--- src/rtl/game_renderer_multi.sv ---
// game_renderer_multi: maps pixel coordinates to RRRGGGBB colour for N balls, paddle, housing and block grid.
// Two-stage pipeline; optional SCANLINE_DIM_EN halves every channel on odd lines.
module game_renderer_multi #(
  parameter int unsigned BLOCK_COLS         = 9,
  parameter int unsigned BLOCK_ROWS         = 8,
  parameter int unsigned BALL_COUNT         = 2,
  parameter int unsigned BALL_SIZE_PX       = 8,
  parameter int unsigned PADDLE_LEN_PX      = 64,
  parameter int unsigned CEILING_Y_TILE     = 2,
  parameter int unsigned LEFT_WALL_X_TILE   = 3,
  parameter int unsigned RIGHT_WALL_X_TILE  = 96,
  parameter int unsigned PADDLE_Y_TILE      = 72,
  parameter int unsigned BLOCK_START_X_TILE = 4,
  parameter int unsigned BLOCK_START_Y_TILE = 6,
  parameter int unsigned FRAME_LINE         = 600,
  parameter int unsigned FLASH_FRAMES       = 8,
  parameter logic [7:0]  FLASH_COLOR        = 8'hFC
) (
  input  logic                               CLK,
  input  logic                               RESET_N,
  input  logic [9:0]                         X_PIXEL,
  input  logic [9:0]                         Y_PIXEL,
  input  logic [9:0]                         PADDLE_X_PIXEL,
  input  logic [10*BALL_COUNT-1:0]           BALL_X_PIXEL,
  input  logic [10*BALL_COUNT-1:0]           BALL_Y_PIXEL,
  input  logic [BLOCK_ROWS*BLOCK_COLS-1:0]   BLOCK_STATE,
  output logic [7:0]                         COLOR,
  output logic                               FRAME_DONE
);

  localparam int unsigned SUM_W      = 11;
  localparam int unsigned TILE_W     = 7;
  localparam int unsigned BIDX_W     = 14;
  localparam int unsigned NUM_BLOCKS = BLOCK_ROWS * BLOCK_COLS;
  localparam int unsigned IDX_W      = (NUM_BLOCKS > 1) ? $clog2(NUM_BLOCKS) : 1;

  // Frame-stable shadow of the game state
  logic [9:0]              paddleXSh;
  logic [10*BALL_COUNT-1:0] ballXSh;
  logic [10*BALL_COUNT-1:0] ballYSh;
  logic [NUM_BLOCKS-1:0]   blockSh;
  logic                    shadowValid;
  logic [IDX_W-1:0]        flashIdx;
  logic [7:0]              flashCnt;

  // Stage 1 registers
  logic                    housingQ;
  logic                    paddleQ;
  logic                    ballQ;
  logic                    inGridQ;
  logic [TILE_W-1:0]       blockRowQ;
  logic [TILE_W-1:0]       blockColQ;
`ifdef SCANLINE_DIM_EN
  logic                    oddLineQ;
`endif

  logic                    frameStrobe_c;
  logic [NUM_BLOCKS-1:0]   cleared_c;
  logic [IDX_W-1:0]        lowIdx_c;
  logic [TILE_W-1:0]       xTile_c;
  logic [TILE_W-1:0]       yTile_c;
  logic [TILE_W-1:0]       blockCol_c;
  logic [TILE_W-1:0]       blockRow_c;
  logic                    housing_c;
  logic                    paddle_c;
  logic                    ball_c;
  logic                    inGrid_c;
  logic [BIDX_W-1:0]       blkIdx_c;
  logic                    present_c;
  logic                    flashHit_c;
  logic [2:0]              rowMod_c;
  logic [7:0]              palette_c;
  logic [7:0]              color_c;
  logic [7:0]              colorNext_c;

  assign frameStrobe_c = (X_PIXEL == 10'd0) && (Y_PIXEL == 10'(FRAME_LINE));
  assign cleared_c     = blockSh & ~BLOCK_STATE;

  // Lowest newly cleared block index
  always_comb begin
    lowIdx_c = '0;
    for (int i = int'(NUM_BLOCKS) - 1; i >= 0; i--) begin
      if (cleared_c[i]) lowIdx_c = IDX_W'(i);
    end
  end

  // Stage 1 hit tests, all against shadow state
  always_comb begin
    xTile_c    = X_PIXEL[9:3];
    yTile_c    = Y_PIXEL[9:3];
    housing_c  = ((yTile_c == TILE_W'(CEILING_Y_TILE)) &&
                  (xTile_c >= TILE_W'(LEFT_WALL_X_TILE)) &&
                  (xTile_c <= TILE_W'(RIGHT_WALL_X_TILE))) ||
                 (((xTile_c == TILE_W'(LEFT_WALL_X_TILE)) ||
                   (xTile_c == TILE_W'(RIGHT_WALL_X_TILE))) &&
                  (yTile_c >= TILE_W'(CEILING_Y_TILE)));
    paddle_c   = shadowValid && (yTile_c == TILE_W'(PADDLE_Y_TILE)) &&
                 (SUM_W'(X_PIXEL) >= SUM_W'(paddleXSh)) &&
                 (SUM_W'(X_PIXEL) < SUM_W'(paddleXSh) + SUM_W'(PADDLE_LEN_PX));
    ball_c     = 1'b0;
    for (int i = 0; i < int'(BALL_COUNT); i++) begin
      if ((SUM_W'(X_PIXEL) >= SUM_W'(ballXSh[10*i +: 10])) &&
          (SUM_W'(X_PIXEL) <  SUM_W'(ballXSh[10*i +: 10]) + SUM_W'(BALL_SIZE_PX)) &&
          (SUM_W'(Y_PIXEL) >= SUM_W'(ballYSh[10*i +: 10])) &&
          (SUM_W'(Y_PIXEL) <  SUM_W'(ballYSh[10*i +: 10]) + SUM_W'(BALL_SIZE_PX)))
        ball_c = 1'b1;
    end
    ball_c     = ball_c && shadowValid;
    // Left of / above the grid underflows to large values and falls outside
    blockCol_c = (xTile_c - TILE_W'(BLOCK_START_X_TILE)) >> 3;
    blockRow_c = yTile_c - TILE_W'(BLOCK_START_Y_TILE);
    inGrid_c   = (blockCol_c < TILE_W'(BLOCK_COLS)) && (blockRow_c < TILE_W'(BLOCK_ROWS));
  end

  // Stage 2 block lookup, palette and priority
  always_comb begin
    blkIdx_c   = BIDX_W'(blockRowQ) * BIDX_W'(BLOCK_COLS) + BIDX_W'(blockColQ);
    present_c  = inGridQ && (|(blockSh & (NUM_BLOCKS'(1) << blkIdx_c)));
    flashHit_c = inGridQ && (flashCnt != 8'd0) && (BIDX_W'(flashIdx) == blkIdx_c);
    rowMod_c   = 3'(blockRowQ % TILE_W'(6));
    case (rowMod_c)
      3'd0:    palette_c = 8'h07;
      3'd1:    palette_c = 8'h1E;
      3'd2:    palette_c = 8'h3F;
      3'd3:    palette_c = 8'h30;
      3'd4:    palette_c = 8'hD0;
      3'd5:    palette_c = 8'h83;
      default: palette_c = 8'h00;
    endcase
    if (housingQ || paddleQ || ballQ) color_c = 8'hFF;
    else if (flashHit_c)              color_c = FLASH_COLOR;
    else if (present_c)               color_c = palette_c;
    else                              color_c = 8'h00;
    colorNext_c = color_c;
`ifdef SCANLINE_DIM_EN
    if (oddLineQ)
      colorNext_c = {1'b0, color_c[7:6], 1'b0, color_c[4:3], 1'b0, color_c[1]};
`endif
  end

  // Frame strobe, shadow snapshot and flash counter
  always_ff @(posedge CLK) begin
    if (!RESET_N) begin
      FRAME_DONE  <= 1'b0;
      paddleXSh   <= '0;
      ballXSh     <= '0;
      ballYSh     <= '0;
      blockSh     <= '0;
      shadowValid <= 1'b0;
      flashIdx    <= '0;
      flashCnt    <= 8'd0;
    end else begin
      FRAME_DONE <= frameStrobe_c;
      if (frameStrobe_c) begin
        paddleXSh   <= PADDLE_X_PIXEL;
        ballXSh     <= BALL_X_PIXEL;
        ballYSh     <= BALL_Y_PIXEL;
        blockSh     <= BLOCK_STATE;
        shadowValid <= 1'b1;
        if (|cleared_c) begin
          flashIdx <= lowIdx_c;
          flashCnt <= 8'(FLASH_FRAMES);
        end else if (flashCnt != 8'd0) begin
          flashCnt <= flashCnt - 8'd1;
        end
      end
    end
  end

  // Pixel pipeline
  always_ff @(posedge CLK) begin
    if (!RESET_N) begin
      housingQ  <= 1'b0;
      paddleQ   <= 1'b0;
      ballQ     <= 1'b0;
      inGridQ   <= 1'b0;
      blockRowQ <= '0;
      blockColQ <= '0;
`ifdef SCANLINE_DIM_EN
      oddLineQ  <= 1'b0;
`endif
      COLOR     <= 8'h00;
    end else begin
      housingQ  <= housing_c;
      paddleQ   <= paddle_c;
      ballQ     <= ball_c;
      inGridQ   <= inGrid_c;
      blockRowQ <= blockRow_c;
      blockColQ <= blockCol_c;
`ifdef SCANLINE_DIM_EN
      oddLineQ  <= Y_PIXEL[0];
`endif
      COLOR     <= colorNext_c;
    end
  end

endmodule

--- config.mk ---
export PLATFORM = sky130hd
export DESIGN_NAME = game_renderer_multi
export DESIGN_NICKNAME = d
export VERILOG_FILES = /design/src/rtl/game_renderer_multi.sv
export SDC_FILE = /design/constraint.sdc
export NUM_CORES = 1
export LEC_CHECK = 0
export BUFFER_PORTS_ARGS = -buffer_cell sky130_fd_sc_hd__buf_2
export CAP_MARGIN = 20
export CORE_AREA = 5 5 146 148
export DETAILED_ROUTE_END_ITERATION = 6
export DIE_AREA = 0 0 151 153
export PLACE_DENSITY = 0.88
export SETUP_SLACK_MARGIN = 0.1
export SLEW_MARGIN = 40
export SYNTH_ARGS = -nofsm -noshare
export SYNTH_HDL_FRONTEND = slang
export SYNTH_SLANG_ARGS = --single-unit
--- constraint.sdc ---
create_clock -name CLK -period 3.7 [get_ports CLK]
set_input_delay 0.185 -clock CLK [delete_from_list [all_inputs] [get_ports CLK]]
set_output_delay 0.185 -clock CLK [all_outputs]
set_load 0.1 [all_outputs]
==> flow_summary.toml, run 1 <==
[run_status]
status = "complete, no violations"

[route]
wire_per_inst_um = 17.06
dr.pass1.iters = 6
avgViaCountPerCell = 5.810
drt-initial-drc-count = 932
ant_nets = 0
drc = 0
wirelength_mm = 32.56
vias = 11092

[pwr]
p_leak_nw = 5.272
power.density_mw_per_mm2 = 316.1
vdd_ir_drop_max_mv = 0.3321

[place]
portBuffers = 152
dp_worst_setup_slack_ns = 0.01082
place_area_mm2 = 0.01244
gp_congestion = 0.9784
place_hpwl_mm = 23.87

[timing]
period_needed_ns = 3.430
slew_headroom_pct = 46.11
setup_slack_ns = 0.2704
maxSlewViolCount = 0
max_freq_ghz = 0.2916
finalSetupViolCount = 0
hold_ws_ns = 0.004038
min_period_over_period_pct = 92.69
finalHoldViolations = 0
grt_setup_unrepaired = "false"
tns_ns = 0
fin_worst_skew_ns = 0.01635
worstMarginPinSlew_ns = 0.8083

[clock_tree]
cts_inserted_buffers = 17
cts_tree = "done"
cts.path.max_buffers = 2
clkTransAtPathRegs_ns = 0.07
htree_levels = 4
cts-root-buf = "clkbuf_16"
cts_sinks = 162
worstSkewPairLatency_ns = 0.44

[setup_path]
r2r_cells = 15
crit_fanout = 8
arrival_ns = 3.77
worst_setup_path_start_kind = "register"
reg2reg_setup_slack_ns = 0.27
critical_path_class = "register to register"
worstPathRequired_ns = 4.04
r2r-start = "blockRowQ[1]"
cp-end-kind = "register"
rr_endpoint = "COLOR[2]"

[cells_and_area]
final_nets = 1884
syn2layout_area_growth_pct = 16.89
n_fill_cell = 1611
postLayoutCellArea_mm2 = 0.01336
drive_gt1_share_pct = 15.57

[yosys]
netlist-cell-type-count = 86
synth_cells = 1459
ys_async_sr_fraction_pct = 0
yosysWarnings = 0
yosysSeqAreaShare_pct = 28.38
synth-edff-count = 0
syn_area_per_cell_um2 = 7.831
ys.flop_type = "dfxtp_1"
synth_seq_cells = 162
synth_fp_nets = 1718
synth_area_mm2 = 0.01143

[worst_hold_path]
worstHoldPathCells = 3
min_from = "BLOCK_STATE[39]"
hp-class = "input port to register"
min_to = "blockSh[39]"

[floorplanning]
start_util_pct = 57.39
die_area_mm2 = 0.02310
die_h_um = 153
rows = 52
boundaryPins = 153
core_mm2 = 0.01991
die_w_um = 151

[global_route]
grt_use_total_pct = 27.73
grt_max_degree = 123
first_global_vias = 10693
grt_pass1_wl_mm = 52.62
grt_overflow = 0
antenna_found_initial = 4

[run]
cap_violations = 0
## synthesized netlist by cell type (4+ instances only)
cell         n  area share, %
a2111oi_0    5           0.38
a211oi_1     5           0.33
a21boi_0   129            8.5
a21o_1      12           0.79
a21oi_1     56            2.5
a221oi_1     9           0.69
a22oi_1      5           0.33
a31oi_1     12           0.66
and2_1      14           0.77
and3_1      10           0.55
buf_4        5           0.33
clkbuf_1    42            1.4
dfxtp_1    162             28
ha_1       114             12
inv_1       85            2.8
mux2_1       5           0.49
mux2_2       5           0.49
mux2i_1     11           0.96
nand2_1    287            9.4
nand2b_1    36            2.0
nand3_1     30            1.3
nand4_1     14           0.77
nor2_1      68            2.2
nor2b_1     72            3.9
nor3_1      24            1.1
nor3b_1      5           0.33
nor4_1      20            1.1
nor4_2       4           0.44
o2111ai_1    5           0.38
o211ai_1     8           0.53
o21a_1       8           0.53
o21ai_0     46            2.0
o21ai_1     10           0.44
o21bai_1     6           0.39
o22ai_1      6           0.33
o31ai_1      6           0.39
or4_1        4           0.26
xnor2_1     32            2.5
xor2_1      12           0.92
## critical path: stages (launching register included)
cell	delay, ns
dfxtp_2	0.32
ha_1	0.29
ha_2	0.19
inv_1	0.07
fa_2	0.51
buf_6	0.16
buf_4	0.14
nor2_2	0.09
a22oi_1	0.07
o22ai_1	0.19
nor3b_2	0.08
o41ai_2	0.32
a31oi_1	0.08
o32ai_2	0.36
nand3_4	0.18
o31ai_2	0.28
## worst max-delay path by stage
stage,start,endpoint,slack [ns],cells past startpoint
after detailed placement,blockRowQ[1],COLOR[3],0.01,15
after global routing,blockRowQ[1],COLOR[2],0.07,15
final,blockRowQ[1],COLOR[2],0.27,15
after floorplan,blockRowQ[3],COLOR[3],0.44,12
after global placement,blockRowQ[1],COLOR[3],0.07,14
after CTS,blockRowQ[3],COLOR[3],0.12,12
## routing by layer
| layer | up-vias | part of all wire (%) | GRT usage, % |
|---|---|---|---|
| li1 | 5418 | - | - |
| met1 | 5208 | 42 | 36.13 |
| met2 | 378 | 48 | 46.24 |
| met3 | 82 | 6.9 | 5.389 |
| met4 | 6 | 2.8 | 8.592 |
| met5 | - | 0.10 | 0 |
## registers in the layout (all words and copies together) (netlist names), 7 cells and up
| signal | flops |
|---|---|
| COLOR | 8 |
| ballXSh | 20 |
| flashIdx | 7 |
| flashCnt | 8 |
| paddleXSh | 10 |
| ballYSh | 20 |
| blockRowQ | 7 |
| blockSh | 72 |
## placed cells by master (no fill, tap or decap), types with 10 or more instances in the layout
cell type      netlist  routed
nor3_1              24      24
and3_1              10      10
dlygate4sd3_1        0      23
nand2_1            287     287
a21o_1              12      12
clkbuf_16            0      17
inv_1               85      85
nand4_1             14      14
a21boi_0           129     129
dfxtp_1            162     159
and2_1              14      13
buf_2                2     151
nor2b_1             72      70
nand3_1             30      30
buf_4                5      22
a31oi_1             12      12
xor2_1              12      12
nand2b_1            36      36
o21ai_1             10      10
xnor2_1             32      32
a21oi_1             56      56
nor4_1              20      19
mux2i_1             11      11
nor2_1              68      66
ha_1               114     112
o21ai_0             46      46
## cells by family after synthesis
family,count (synthesis),synth area share [%]
multiplexers,23,2.311
flip-flops,162,28.38
AO/OA/AOI/OAI,360,21.95
AND/OR/NAND/NOR,613,26.03
XOR/XNOR,46,3.657
buffers and inverters,140,5.015
adder cells (fa/ha/maj),115,12.66
## per-stage QoR
| stage | cells | util, % | power, mW |
|---|---|---|---|
| 3_3_place_gp | 1845 | 62.47 | 2.463 |
| 5_1_grt | 1908 | 67.07 | 4.385 |
| 3_5_place_dp | 1845 | 62.47 | 2.485 |
| 4_1_cts | 1904 | 66.53 | 4.178 |
| 6_report | 1909 | 67.08 | 4.221 |
| 2_1_floorplan | 1459 | - | 2.247 |
## final cells by class
type | instances | area, µm² | area share [%]
Antenna cell | 1 | 2.502 | 0.01874
Clock buffer | 20 | 436.7 | 3.270
Clock inverter | 12 | 108.9 | 0.8151
Inverter | 85 | 319.1 | 2.389
Multi-Input combinational cell | 1157 | 7676 | 57.48
Sequential cell | 162 | 3247 | 24.31
Tap cell | 270 | 337.8 | 2.530
Timing Repair Buffer | 202 | 1227 | 9.191
## power breakdown
group          leakage [nW]  switching [mW]  internal, mW
combinational          3.70           0.411         0.357
sequential             1.31         0.00969          1.75
clock                 0.265           0.763         0.928
total                  5.27            1.18          3.04
## repair_timing
action | CTS | global route
hold buffers | 23 | 0
setup buffers | 4 | 4
setup endpoints to repair | 8 | 8
pin swaps | 1 | 8
gates resized for setup | 1 | 20
endpoints found under the hold margin | 23 | 0
Power figures use the tool's default switching activity.
==> run 2, diff against run 1 <==
CORE_AREA = 2 2 143 145   (was 5 5 146 148)
DIE_AREA = 0 0 145 147   (was 0 0 151 153)
SLEW_MARGIN = 20   (was 40)
==> run 2 against run 1 <==
The flow now finishes with violations (design-rule violations); routed wire length is 0.59% lower; power grew 1.9%; clock-buffer cell count rose by 3; sequential cell count stayed put; combinational power is 4.9% higher; worst setup slack got worse by 0.044 ns; clock skew down 0.0036 ns; fmax shrank 1.3%; register-to-register slack worse by 0.04 ns; critical endpoint is now COLOR[4]; sequential share of layout area decreased by 0.29 points; non-clock buffer count is 4 higher.
==> flow_summary.toml, run 2 (synthesized netlist as in run 1, its figures left out) <==
[cells_and_area]
register_area_mm2 = 0.003247
largest_register_ffs = 72
postLayoutCellArea_mm2 = 0.01352
regMostFlops = "blockSh"
final_nets = 1888
drive_gt1_share_pct = 15.71
syn2layout_area_growth_pct = 18.32
mostFrequentLayoutCells = "nand2_1 (287), dfxtp_1 (159), buf_2 (151)"
multi_input_area_mm2 = 0.007745
final_common_cell = "nand2_1"
largestRegisters = "blockSh x72, ballXSh x20, ballYSh x20"
n_fill_cell = 1550
postLayoutCoreUtil_pct = 68.13

[clock_tree]
cts_tree = "done"
cts_inserted_buffers = 17
clkTransAtPathRegs_ns = 0.07
cts.path.max_buffers = 2
htree_levels = 4
cts-root-buf = "clkbuf_16"
worstSkewPairLatency_ns = 0.44
cts_sinks = 162

[worst_hold_path]
hp-class = "input port to register"
worstHoldPathCells = 3

[global_route]
grt_max_degree = 106
antenna_found_initial = 3
first_global_vias = 10929
grt_pass1_wl_mm = 52.67
grt_use_total_pct = 30.00
grt_overflow = 0

[run]
cap_violations = 0

[route]
ant_nets = 0
wire_per_inst_um = 16.92
drt-initial-drc-count = 763
avgViaCountPerCell = 5.785
drc = 1
wirelength_mm = 32.37
vias = 11066
dr.pass1.iters = 7

[pwr]
power.density_mw_per_mm2 = 318.2
p_leak_nw = 5.314
vdd_ir_drop_max_mv = 0.2941

[timing]
finalSetupViolCount = 0
tns_ns = 0
finalHoldViolations = 0
max_freq_ghz = 0.2878
worstMarginPinSlew_ns = 0.8897
slew_headroom_pct = 40.69
maxSlewViolCount = 0
min_period_over_period_pct = 93.89
fin_worst_skew_ns = 0.01279
grt_setup_unrepaired = "false"
period_needed_ns = 3.474

[setup_path]
arrival_ns = 3.78
r2r_cells = 14
crit_fanout = 7
worstPathRequired_ns = 4.01
critical_path_class = "register to register"
cp-end-kind = "register"
worst_setup_path_start_kind = "register"

[run_status]
violations = "design-rule violations"
status = "finished, violations left"

[floorplanning]
boundaryPins = 153
core_mm2 = 0.01984
start_util_pct = 57.58
die_h_um = 147
die_w_um = 145
die_area_mm2 = 0.02132
rows = 52

[place]
place_hpwl_mm = 23.77
place_area_mm2 = 0.01247
gp_congestion = 0.9913
portBuffers = 152
[run 2: changes by cell type in the layout (fill, tap and decap cells not counted), sizes merged]
cell         previous run  this run
clkbuf                 20        23
dlygate4sd3            23        29
clkinvlp                2         4
buf                   179       177
bufinv                  1         0
clkinv                  7         3
[run 2: final cells by class]
class / instances / share of cell area (%)
multi-input cells: 1157 / 57.29
flip-flops and latches: 162 / 24.02
clock inverters: 9 / 0.5183
well taps: 270 / 2.499
diodes: 1 / 0.01851
inverters: 85 / 2.360
repair buffers: 206 / 9.542
clock buffers: 23 / 3.758
[run 2: worst paths after layout]
kind	slack, ns	end	start
setup / recovery	0.23	COLOR[4]	blockRowQ[1]
hold / removal	0.005	blockSh[36]	BLOCK_STATE[36]
setup reg to reg	0.23	COLOR[4]	blockRowQ[1]
hold reg to reg	0.46	ballYSh[1]	ballYSh[1]
[run 2: critical path: stages (launching register included)]
cell,delay [ns]
dfxtp_2,0.33
ha_1,0.29
ha_2,0.19
inv_1,0.05
fa_2,0.64
buf_6,0.15
mux2_2,0.34
a221oi_2,0.24
nor3_1,0.11
a221o_1,0.32
a31oi_4,0.22
o32ai_4,0.12
nand3_4,0.16
buf_6,0.13
o21ai_1,0.06
[run 2: routing by layer]
| layer | track usage [%] | vias up | wire (µm) |
|---|---|---|---|
| li1 | - | 5429 | - |
| met1 | 37.14 | 5127 | 13440 |
| met2 | 51.50 | 427 | 15440 |
| met3 | 7.236 | 79 | 2600 |
| met4 | 9.950 | 4 | 867 |
| met5 | 0 | - | 21 |
[run 2: power by group]
part,total [mW],internal (mW),switching (mW),leakage (nW)
logic,0.806,0.371,0.435,3.73
clock network,1.73,0.972,0.761,0.274
registers,1.76,1.75,0.0103,1.31
total,4.30,3.10,1.21,5.31
[run 2: timing repair]
item / 4_1_cts / 5_1_grt
resized for setup: 2 / 24
hold endpoints to repair: 29 / 0
pin swaps: 3 / 8
buffers inserted: 3 / 2
setup endpoints to repair: 8 / 8
hold buffers: 29 / 0
[run 2: per-stage QoR]
stage | total power [mW] | setup slack, ns | hold WS, ns | instances
2_1_floorplan | 2.247 | 0.4358 | 0.2683 | 1459
3_3_place_gp | 2.467 | 0.03761 | 0.4367 | 1846
3_5_place_dp | 2.489 | -0.02687 | 0.4457 | 1846
4_1_cts | 4.238 | 0.1114 | 0.0003755 | 1910
5_1_grt | 4.451 | 0.09384 | 0.005453 | 1912
6_report | 4.302 | 0.2259 | 0.004801 | 1913
==> run 3, diff against run 2 <==
CORE_AREA = 2 2 136 151   (was 2 2 143 145)
DIE_AREA = 0 0 138 153   (was 0 0 145 147)
PLACE_DENSITY = 0.89   (was 0.88)
RECOVER_POWER = 25   (was unset)
==> run 3 against run 2 <==
The flow finishes with violations (negative hold slack, max-capacitance violations, max-slew violations); sequential power hardly changed; worst hold slack worse by 0.0084 ns; routed wire length is 0.32% higher; via count is 2.2% higher; sequential share of layout area is 0.19 points higher; register-to-register slack worse by 0.03 ns; clock-buffer cell count is 2 lower; non-clock buffer count is 2 higher; combinational power is 3.5% lower; final cell count is 0.84% lower.
==> flow_summary.toml, run 3 (synthesized netlist as in run 1, its figures left out) <==
[global_route]
grt_use_total_pct = 30.15
first_global_vias = 11167
antenna_found_initial = 4
grt_max_degree = 95
grt_overflow = 0
grt_pass1_wl_mm = 52.88

[clock_tree]
htree_levels = 4
cts-root-buf = "clkbuf_16"
cts.path.max_buffers = 2
cts_inserted_buffers = 17
cts_sinks = 162
worstSkewPairLatency_ns = 0.44
cts_tree = "done"
clkTransAtPathRegs_ns = 0.07

[timing]
hold_ws_ns = -0.003646
slew_headroom_pct = -6.380
maxSlewViolCount = 118
fin_worst_skew_ns = 0.01499
period_needed_ns = 3.502
tns_ns = 0
worstMarginPinSlew_ns = 1.596
min_period_over_period_pct = 94.65
finalHoldViolations = 3
grt_setup_unrepaired = "false"
max_freq_ghz = 0.2856
finalSetupViolCount = 0

[cells_and_area]
largestRegisters = "blockSh x72, ballXSh x20, ballYSh x20"
drive_gt1_share_pct = 14.66
largest_register_ffs = 72
regMostFlops = "blockSh"
postLayoutCoreUtil_pct = 68.42
stdcell_count = 1897
mostFrequentLayoutCells = "nand2_1 (287), dfxtp_1 (160), buf_2 (142)"
syn2layout_area_growth_pct = 17.32
final_nets = 1890
final_common_cell = "nand2_1"

[floorplanning]
core_mm2 = 0.01959
boundaryPins = 153
start_util_pct = 58.31
die_h_um = 153
die_w_um = 138
die_area_mm2 = 0.02111
rows = 54

[route]
drc = 0
wire_per_inst_um = 17.12
avgViaCountPerCell = 5.959
drt-initial-drc-count = 787
wirelength_mm = 32.47
dr.pass1.iters = 5
vias = 11304
ant_nets = 0

[place]
place_hpwl_mm = 23.20
portBuffers = 152
place_inst = 1828
gp_congestion = 0.9510

[run]
cap_violations = 2

[setup_path]
worstPathRequired_ns = 4.03
cp-end-kind = "register"
arrival_ns = 3.84
r2r_cells = 16
critical_path_class = "register to register"
reg2reg_setup_slack_ns = 0.20
r2r-start = "blockRowQ[1]"
worst_setup_path_start_kind = "register"
rr_endpoint = "COLOR[3]"
crit_fanout = 8

[worst_hold_path]
min_to = "blockSh[35]"
worstHoldPathCells = 3
hp-class = "input port to register"
min_from = "BLOCK_STATE[35]"

[pwr]
vdd_ir_drop_max_mv = 0.3717
p_leak_nw = 5.243
power.density_mw_per_mm2 = 322.1
finalPower_mw = 4.317

[run_status]
status = "finished, violations left"
violations = "negative hold slack, max-capacitance violations, max-slew violations"
run 3: timing repair:
item | in CTS | in global routing
gates resized for setup | 1 | 21
buffers inserted | 3 | 1
hold buffers | 31 | 1
cloned | 0 | 0
endpoints found under the hold margin | 31 | 1
pin swaps | 3 | 10
setup endpoints to repair | 8 | 8
run 3: power breakdown:
part	switching [mW]	internal, mW
sequential	0.00984	1.75
combinational	0.419	0.358
clock	0.762	1.02
run 3: critical path, stage by stage (launching register included):
cell      delay [ns]
dfxtp_1         0.32
ha_1            0.30
ha_4            0.18
inv_2           0.05
fa_2            0.45
buf_6           0.16
buf_4           0.16
nor2_4          0.12
buf_6           0.15
a221oi_1        0.07
nor2_1          0.11
nor2_1          0.06
mux2_4          0.25
mux2_2          0.29
o32ai_4         0.18
nand3_4         0.17
o41ai_2         0.39
run 3: through the flow:
stage	setup slack (ns)	cell area, µm²
6_report	0.1981	13410
3_5_place_dp	-0.006872	12420
2_1_floorplan	0.4358	11430
3_3_place_gp	0.09419	12420
4_1_cts	0.1533	13340
5_1_grt	0.007901	13400
run 3: area by class of cell:
class / instances / area [µm²]
tap: 252 / 315.3
clock buffer: 21 / 450.4
timing repair buffer: 208 / 1254
sequential: 162 / 3246
inverter: 85 / 319.1
fill: 1531 / 6188
antenna: 1 / 2.502
multi-input combinational: 1157 / 7690
clock inverter: 11 / 128.9
run 3: how the worst max path moves through the flow:
stage,slack [ns],cells after the start,to,from
after floorplan,0.44,12,COLOR[3],blockRowQ[3]
after global placement,0.09,15,COLOR[3],blockRowQ[1]
after detailed placement,-0.007,15,COLOR[3],blockRowQ[1]
after CTS,0.15,14,COLOR[2],blockRowQ[1]
after global routing,0.008,12,COLOR[3],blockRowQ[0]
final,0.20,16,COLOR[3],blockRowQ[1]
run 3: routing by layer:
layer | track usage, % | up-vias | share of wire, %
met5 | 0 | - | 0.12
met4 | 15.06 | 6 | 4.2
met3 | 5.890 | 132 | 6.9
met2 | 52.59 | 464 | 49
met1 | 35.32 | 5269 | 40
li1 | - | 5433 | -
